`src/rtl/branch_stack_pkg.sv`:
```
// branch_stack_pkg: shared types for the branch-mask allocator and checkpoint store
package branch_stack_pkg;
  localparam int BS_B_W = 4;
  localparam int BS_CKPT_W = 64;
  typedef logic [BS_B_W-1:0] BMASK;
  typedef struct packed {
    logic                 valid;
    logic [31:0]          npc;
    logic [BS_CKPT_W-1:0] ckpt;
    BMASK                 dep;
  } BRANCH_STACK_ENTRY;
  typedef enum logic {NORMAL, RECOVER} BS_STATE;
endpackage

```
`src/rtl/branch_stack_free_sel.sv`:
```
// bs_free_sel: lowest-set-bit priority selector, one-hot result plus found flag
module bs_free_sel #(
  parameter int W = 4
) (
  input  logic [W-1:0] i_req,
  output logic [W-1:0] o_onehot,
  output logic         o_found
);
  assign o_onehot = i_req & (~i_req + W'(1));
  assign o_found  = |i_req;
endmodule

```
`src/rtl/branch_stack.sv`:
```
// branch_stack: branch mask allocator and recovery checkpoint store (optional counters: BRANCH_STACK_STATS_EN)
module branch_stack
  import branch_stack_pkg::*;
#(
  parameter int B_W    = BS_B_W,
  parameter int CKPT_W = BS_CKPT_W
) (
  input  logic              clock,
  input  logic              reset,
  input  logic              alloc_req,
  input  logic [31:0]       alloc_npc,
  input  logic [CKPT_W-1:0] alloc_ckpt,
  output logic              alloc_gnt,
  output logic [B_W-1:0]    alloc_bmm,
  output logic [B_W-1:0]    live_mask,
  output logic              full,
  input  logic              resolve_valid,
  input  logic [B_W-1:0]    resolve_bmm,
  input  logic [31:0]       resolve_target_pc,
  input  logic              resolve_taken,
  input  logic              resolve_mispred,
  output logic              clear_valid,
  output logic [B_W-1:0]    clear_bmm,
  output logic              squash_valid,
  output logic [B_W-1:0]    squash_mask,
  output logic              redirect_valid,
  output logic [31:0]       redirect_pc,
`ifdef BRANCH_STACK_STATS_EN
  output logic [31:0]       stat_resolved,
  output logic [31:0]       stat_mispred,
`endif
  output logic [CKPT_W-1:0] restore_ckpt
);
  logic [B_W-1:0]    r_valid;
  logic [31:0]       r_npc  [B_W];
  logic [CKPT_W-1:0] r_ckpt [B_W];
  logic [B_W-1:0]    r_dep  [B_W];
  BS_STATE           r_state, w_state_nxt;
  logic              w_normal, w_onehot, w_hit, w_mis, w_cor, w_found;
  logic [B_W-1:0]    w_squash, w_free, w_clr, w_sel;
  logic [31:0]       w_npc;
  logic [CKPT_W-1:0] w_ckpt;
  assign live_mask = r_valid;
  assign full      = &r_valid;
  // a resolve only counts when it names exactly one live entry; anything else is stale
  assign w_onehot = (resolve_bmm != '0) && ((resolve_bmm & (resolve_bmm - B_W'(1))) == '0);
  assign w_hit    = resolve_valid & w_onehot & |(resolve_bmm & r_valid);
  assign w_mis    = w_hit & resolve_mispred;
  assign w_cor    = w_hit & ~resolve_mispred;
  assign w_clr    = w_cor ? resolve_bmm : '0;
  assign w_free   = w_mis ? w_squash : w_clr;
  bs_free_sel #(.W(B_W)) u_sel (
    .i_req   (~r_valid),
    .o_onehot(w_sel),
    .o_found (w_found)
  );
  // squash set (resolver plus its dependents) and the resolver's saved npc/checkpoint
  always_comb begin
    w_squash = resolve_bmm;
    w_npc    = '0;
    w_ckpt   = '0;
    for (int j = 0; j < B_W; j++) begin
      w_squash[j] = resolve_bmm[j] | (r_valid[j] & |(r_dep[j] & resolve_bmm));
      w_npc       = w_npc | (resolve_bmm[j] ? r_npc[j] : '0);
      w_ckpt      = w_ckpt | (resolve_bmm[j] ? r_ckpt[j] : '0);
    end
  end
  // recovery lasts exactly one cycle
  always_ff @(posedge clock) r_state <= reset ? NORMAL : w_state_nxt;
  // leave NORMAL only on an accepted mispredict
  always_comb w_state_nxt = (r_state == NORMAL && w_mis) ? RECOVER : NORMAL;
  // grant only in NORMAL, never alongside a mispredict; freed bits wait a cycle
  always_comb begin
    w_normal  = r_state == NORMAL;
    alloc_gnt = alloc_req & w_found & w_normal & ~w_mis;
    alloc_bmm = alloc_gnt ? w_sel : '0;
  end
  // entry table: free on resolve, clear dependency bits, capture new branch
  always_ff @(posedge clock) begin
    if (reset) r_valid <= '0;
    else begin
      r_valid <= (r_valid & ~w_free) | alloc_bmm;
      for (int j = 0; j < B_W; j++) begin
        r_dep[j] <= r_dep[j] & ~w_clr;
        if (alloc_bmm[j]) begin
          r_npc[j]  <= alloc_npc;
          r_ckpt[j] <= alloc_ckpt;
          r_dep[j]  <= r_valid & ~w_clr;
        end
      end
    end
  end
  // one-cycle broadcast of clear, squash and redirect, zero otherwise
  always_ff @(posedge clock) begin
    if (reset) begin
      clear_valid    <= 1'b0;
      clear_bmm      <= '0;
      squash_valid   <= 1'b0;
      squash_mask    <= '0;
      redirect_valid <= 1'b0;
      redirect_pc    <= '0;
      restore_ckpt   <= '0;
    end else begin
      clear_valid    <= w_hit;
      clear_bmm      <= w_hit ? resolve_bmm : '0;
      squash_valid   <= w_mis;
      squash_mask    <= w_mis ? w_squash : '0;
      redirect_valid <= w_mis;
      redirect_pc    <= w_mis ? (resolve_taken ? w_npc : resolve_target_pc) : '0;
      restore_ckpt   <= w_mis ? w_ckpt : '0;
    end
  end
`ifdef BRANCH_STACK_STATS_EN
  // saturating counts of accepted resolves and mispredicts
  always_ff @(posedge clock) begin
    if (reset) begin
      stat_resolved <= '0;
      stat_mispred  <= '0;
    end else begin
      if (w_hit && !(&stat_resolved)) stat_resolved <= stat_resolved + 32'd1;
      if (w_mis && !(&stat_mispred)) stat_mispred <= stat_mispred + 32'd1;
    end
  end
`endif
endmodule

```
`config.mk`:
```
export PLATFORM = sky130hd
export DESIGN_NAME = branch_stack
export DESIGN_NICKNAME = d
export VERILOG_FILES = /design/src/rtl/branch_stack_pkg.sv /design/src/rtl/branch_stack_free_sel.sv /design/src/rtl/branch_stack.sv
export SDC_FILE = /design/constraint.sdc
export NUM_CORES = 1
export LEC_CHECK = 0
export CORE_UTILIZATION = 25
export CTS_CLUSTER_SIZE = 10
export DETAILED_ROUTE_END_ITERATION = 6
export GPL_TIMING_DRIVEN = 0
export PLACE_DENSITY = 0.46
export SLEW_MARGIN = 20
export SYNTH_ARGS = -nofsm -noshare
export SYNTH_HDL_FRONTEND = slang
export SYNTH_SLANG_ARGS = --single-unit
```
`constraint.sdc`:
```
create_clock -name clock -period 25.7 [get_ports clock]
set_input_delay 7.71 -clock clock [delete_from_list [all_inputs] [get_ports clock]]
set_output_delay 7.71 -clock clock [all_outputs]
set_load 0.1 [all_outputs]
```
Word-level counts from Yosys, hierarchy flattened
Memory sizes are Yosys's and may differ from the RTL's.
Cells that the tools add are included.
Widths: inputs -> output; s select.
Storage, ports and cells
  memories: 3
  memory bits (writable): 400
  logic and storage cells: 127
  input port bits: 138
  output and inout port bits: 117
  bits in registers: 111
Memories
  r_ckpt: words 4, bits a word 64, read ports 4, clocked after memory_dff 0, write ports 1, line branch_stack.sv:36  | logic [CKPT_W-1:0] r_ckpt [B_W];
  r_npc: words 4, bits a word 32, read ports 4, clocked after memory_dff 0, write ports 1, line branch_stack.sv:35  | logic [31:0] r_npc [B_W];
  r_dep: words 4, bits a word 4, read ports 4, clocked after memory_dff 0, write ports 4, line branch_stack.sv:37  | logic [B_W-1:0] r_dep [B_W];
Operators by class
  bitwise logic cells: 47
  add/sub/neg operators: 2
  reduce and logical (&&, ||, !) cells: 19
  muxes and demuxes: 48
Operators by type and width (number)
  $mux 64: 7
  $mux 32: 8
  $or 64x64->64: 3
  $reduce_or 64->1: 3
  $or 32x32->32: 3
  $reduce_or 32->1: 3
  $and 4x4->4: 13
  $mux 4: 7
  $reduce_or 4->1: 6
  $mux 1: 20
  $not 4->4: 4
  $mux 2: 6
  $and 1x1->1: 11
  $or 1x1->1: 8
  $add 4x1->4 const B: 1
  $logic_not 4->1: 1
  $not 1->1: 4
  $or 4x4->4: 1
  $reduce_and 4->1: 1
  $reduce_bool 4->1: 1
  $reduce_or 2->1: 2
  $sub 4x1->4 const B: 1
  $logic_and 1x1->1: 2

Depth between registers and ports, before layout
  depth after elaboration: 17
  mapped depth: 8
  depth with buffers taken out: 5

By module
Synthesis repeated with hierarchy kept, for this count alone.
Second synthesis, totals
  cells, all modules: 1030
  area total of the unflattened synthesis: 17469.3 µm²
By module, submodules not included
  branch_stack: times used 1, area each 17429.2 µm², sequential area each 14113.5 µm², cells each 1025
  bs_free_sel: times used 1, area each 40.0 µm², sequential area each 0.0 µm², cells each 5

Worst setup path after synthesis
OpenSTA, ideal clock, no wires.
  kind: input port to output port
  from: input port resolve_bmm[2]
  to: output port alloc_bmm[1]
  stages on the path: 6
  slack: 7.825 ns
  data arrival time: 10.165 ns
  data required time: 17.990 ns
  buffers on the path: 1
  cells stage by stage: buf_2 > a22o_1 > o21ai_1 > nor3_1 > nand3b_1 > nor2_1
On the way
  longest elaborated chain between the ends: 10
  elaborated cells between the ends (all ways): 13
  those cells by class: add/sub (1); mux (1); bitwise (7); reduce/logical (4)
RTL lines
  start, declared: line branch_stack.sv:18  | input logic [B_W-1:0] resolve_bmm,
  $sub 4x1->4: line branch_stack.sv:46  | assign w_onehot = (resolve_bmm != '0) && ((resolve_bmm & (resolve_bmm - B_W'(1))) == '0);
  $and 4x4->4: line branch_stack.sv:46
  $logic_not 4->1: line branch_stack.sv:46
  $logic_and 1x1->1: line branch_stack.sv:46
  $and 1x1->1: line branch_stack.sv:47  | assign w_hit = resolve_valid & w_onehot & |(resolve_bmm & r_valid);
  $and 1x1->1 *: line branch_stack.sv:47
  $and 1x1->1 *: line branch_stack.sv:48  | assign w_mis = w_hit & resolve_mispred;
  $not 1->1 (no line) *
  $and 1x1->1 *: line branch_stack.sv:75  | alloc_gnt = alloc_req & w_found & w_normal & ~w_mis;
  $mux 4 *: line branch_stack.sv:76  | alloc_bmm = alloc_gnt ? w_sel : '0;
  end, declared: line branch_stack.sv:14  | output logic [B_W-1:0] alloc_bmm,
Mark *: on every way between the ends. The rest lies on a longest branch, timed or not.

Final worst setup path
  from: input port resolve_bmm[0]
  to: output port alloc_bmm[2]
Same word-level chain as after synthesis.

==> flow_summary_export.csv <==
group,metric,value,unit
route,wl_per_cell,22.2,um
cells_and_area,final_common_cell,"edfxtp_1",
synthesis,ys_warn_count,0,
synthesis,synth_area,17200,um2
timing,setup_viol,0,
floorplan,die_h,264,um
timing,rsz0062_at_grt,"false",
route,drt_first_pass_iters,7,
global_routing,grt_usage,14.2,%
clock_network,htreeDepth,2,
clock_network,cts_resized,0,
global_routing,grt_pass1_wl,73000,um
worst_setup_path,critPathTopFamily,"buffers and inverters",
timing,fin_crit,18.59,ns
clock_network,cts_root_buffer,"clkbuf_16",
worst_setup_path,crit_top_cell,"clkdlybuf4s50_1",
timing,clock_skew,0.0226,ns
run,cap_violations,0,
clock_network,tritoncts.num_buffers,59,
floorplan,die_w,264,um
worst_setup_path,arrival,10.88,ns
pwr,p_leak,7.63,nW
cells_and_area,diodes,0,
placed_design,dp_slack,7.13,ns
worst_setup_path,r2r_slack,22.47,ns
synthesis,netlist.top_cell.by_area,"edfxtp_1",
worst_setup_path,worst-path-max-fanout,7,
worst_hold_path,hp-start,"r_state",
placed_design,place_congestion,0.728,
synthesis,yosysSeqAreaShare,82.0,%
worst_setup_path,critPathCaptureType,"output port",
floorplan,io-pin-count,255,
timing,fin_crit_sh,72.3,%
cells_and_area,final_cell_mix,"edfxtp_1, clkdlybuf4s50_1, a22oi_1, dfxtp_1, clkbuf_1",
clock_network,cts_sinks,507,
status,status,"finished clean",
global_routing,grt_pass1_vias,10784,
synthesis,ys.flop_type,"edfxtp_1",
pwr,swShare,22.0,%
global_routing,grt_max_degree,22,
global_routing,antenna_found_initial,3,
floorplan,rows,95,
clock_network,clk_latency,0.63,ns
pwr,p_int,1.40,mW
timing,slew_viol_final,0,
worst_hold_path,hold_depth,1,
route,routed_wl,49900,um
timing,setup_tns,0,ns
cells_and_area,area_growth,34.6,%
worst_setup_path,r2r_cells,8,
worst_setup_path,slowest_delay,0.97,ns
pwr,p_clk_share,43.5,%
clock_network,clk_pin_slew,0.05,ns
timing,hold_viol,0,
worst_setup_path,cp.required,17.99,ns
route,via_per_inst,4.55,
timing,setup_ws,7.11,ns
timing,slew_headroom,24.1,%
cells_and_area,drive_gt1_share,8.97,%
synthesis,ys_types,36,
worst_hold_path,hold_end,"r_state",
pwr,pwr-share-seq,50.6,%
worst_setup_path,cp_cell_sequence,"clkdlybuf4s50_1 > or4b_1 > o311a_2 > nor3_1 > nand3b_1 > nor2_1 > clkdlybuf4s50_1",
synthesis,async_reset_ff_share,0,%
route,drt_iter0_drc,585,
pwr,p_total,1.79,mW
placed_design,dp_hpwl,32800,um
route,drc,0,
cells_and_area,fin_area,23200,um2
synthesis,synth_cells,987,
clock_network,cts_buffer_depth,3,
pwr,p_per_area,77.3,nW/um2
clock_network,post-cts-setup-buffers,0,
pwr,ir_worst_vdd,0.0000471,V
synthesis,syn-num-nets,1125,
cells_and_area,fill_cells,6440,
worst_setup_path,timing.rr.start,"live_mask[0]",
synthesis,synth.avg_cell_area,17.4,um2
floorplan,fp.coreArea,67600,um2
worst_setup_path,cp_num_buf_inv,2,
worst_hold_path,hold_class,"flip-flop to flip-flop",
worst_setup_path,critPathKind,"input pin to output port",
synthesis,synth_enable_flop_cells,396,
worst_setup_path,timing.critical_path.slowest_stage_cell,"clkdlybuf4s50_1",
synthesis,ys_ff_latch,507,
placed_design,io_buffers,251,
timing,tightest_slew,1.13,ns
clock_network,hold_buffers,0,
worst_setup_path,startpoint_type,"input pin",
global_routing,grt_overflow_total,0,
pwr,combPwrFrac,5.9,%
pwr,p_sw,395,uW
synthesis,netlist.area_leader.share,69.1,%
floorplan,dieArea,69900,um2
synthesis,synthTopCellsByArea,"edfxtp_1, dfxtp_1, a22oi_1",
timing,fmaxAchievable,53.8,MHz
route,num_vias,10212,
clock_network,cts_tree,"done",
cells_and_area,final_net_count,1459,
worst_setup_path,r2r_end,"r_npc[0][25]",
route,postRouteAntennaNets,0,
worst_setup_path,startpoint,"resolve_bmm[0]",
placed_design,dpl-instance-area,21400,um2
floorplan,start_util,25.5,%
==> worst max path at each step <==
stage	cells past startpoint	slack [ns]	end
4_1_cts	7	7.11	alloc_gnt
6_report	7	7.11	alloc_bmm[2]
3_3_place_gp	6	7.05	r_dep[2][3]
2_1_floorplan	6	7.83	alloc_bmm[1]
5_1_grt	7	6.94	alloc_gnt
3_5_place_dp	7	7.13	alloc_gnt
==> power by group through the flow <==
stage                     sequential, mW  combinational, mW  clock, mW
after global placement             0.927              0.100          0
after CTS                          0.907              0.108      0.806
final                              0.907              0.105      0.780
after floorplan                    0.935             0.0374          0
after detailed placement           0.924              0.108          0
after global routing               0.908              0.113      0.841
==> synth_stat cells (all sizes together) (4+ instances only) <==
master and count:
edfxtp 396, mux2i 6, a22oi 196, o21a 6, inv 7, nand2 18
clkbuf 55, buf 12, dfxtp 111, a311oi 32, nor2 47, nand3b 4
and2 4, a41o 4, a21oi 68
==> per-stage QoR <==
step                utilization [%]  hold slack [ns]  instances
global placement               30.8            0.404       2111
floorplan                         -            0.393        987
global route                   34.3            0.440       2244
CTS                            34.3            0.424       2244
detailed placement             31.6            0.416       2133
finish                         34.3            0.424       2244
==> worst register-to-register path: stages, from the launching register on <==
cell and delay, ns:
dfxtp_1 0.32, clkbuf_1 0.24, a22o_1 0.31, o21ai_1 0.47, o311ai_4 0.24, nor2_4 0.64
buf_12 0.28, buf_12 0.20, buf_12 0.21
==> kinds of logic (layout without fill, tap and decap cells) <==
family,after synthesis,count (layout),share of synthesized area [%]
muxes,6,6,0.349
DFF,507,507,82.0
AOI/OAI and AO/OA,312,312,13.4
xor gates and xnor gates,1,1,0.0509
buffers and inverters,74,458,1.78
and+or+nand+nor,87,87,2.41
==> registers in the layout (all words and copies together) (netlist names) <==
register,cells
r_dep,12
r_ckpt,256
squash_mask,4
clear_valid,1
live_mask,4
r_npc,128
clear_bmm,4
redirect_valid,1
redirect_pc,32
restore_ckpt,64
r_state,1
==> metal layers <==
layer	vias to the layer above	track usage [%]	share of wire (%)
li1	4644	-	-
met1	5160	18.4	44
met2	315	23.5	48
met3	87	3.39	5.9
met4	6	3.87	2.3
met5	-	0	0.074
==> cell type report <==
cell class	count	area (um2)	share of cell area (%)
clock buffer	105	1700	7.34
multi-input combinational	406	2820	12.2
buffer	67	283	1.22
clock inverter	6	88.8	0.383
inverter	7	26.3	0.113
tap	873	1090	4.72
timing repair buffer	273	3040	13.1
sequential	507	14100	60.9
(Power assumes the default switching activity.)
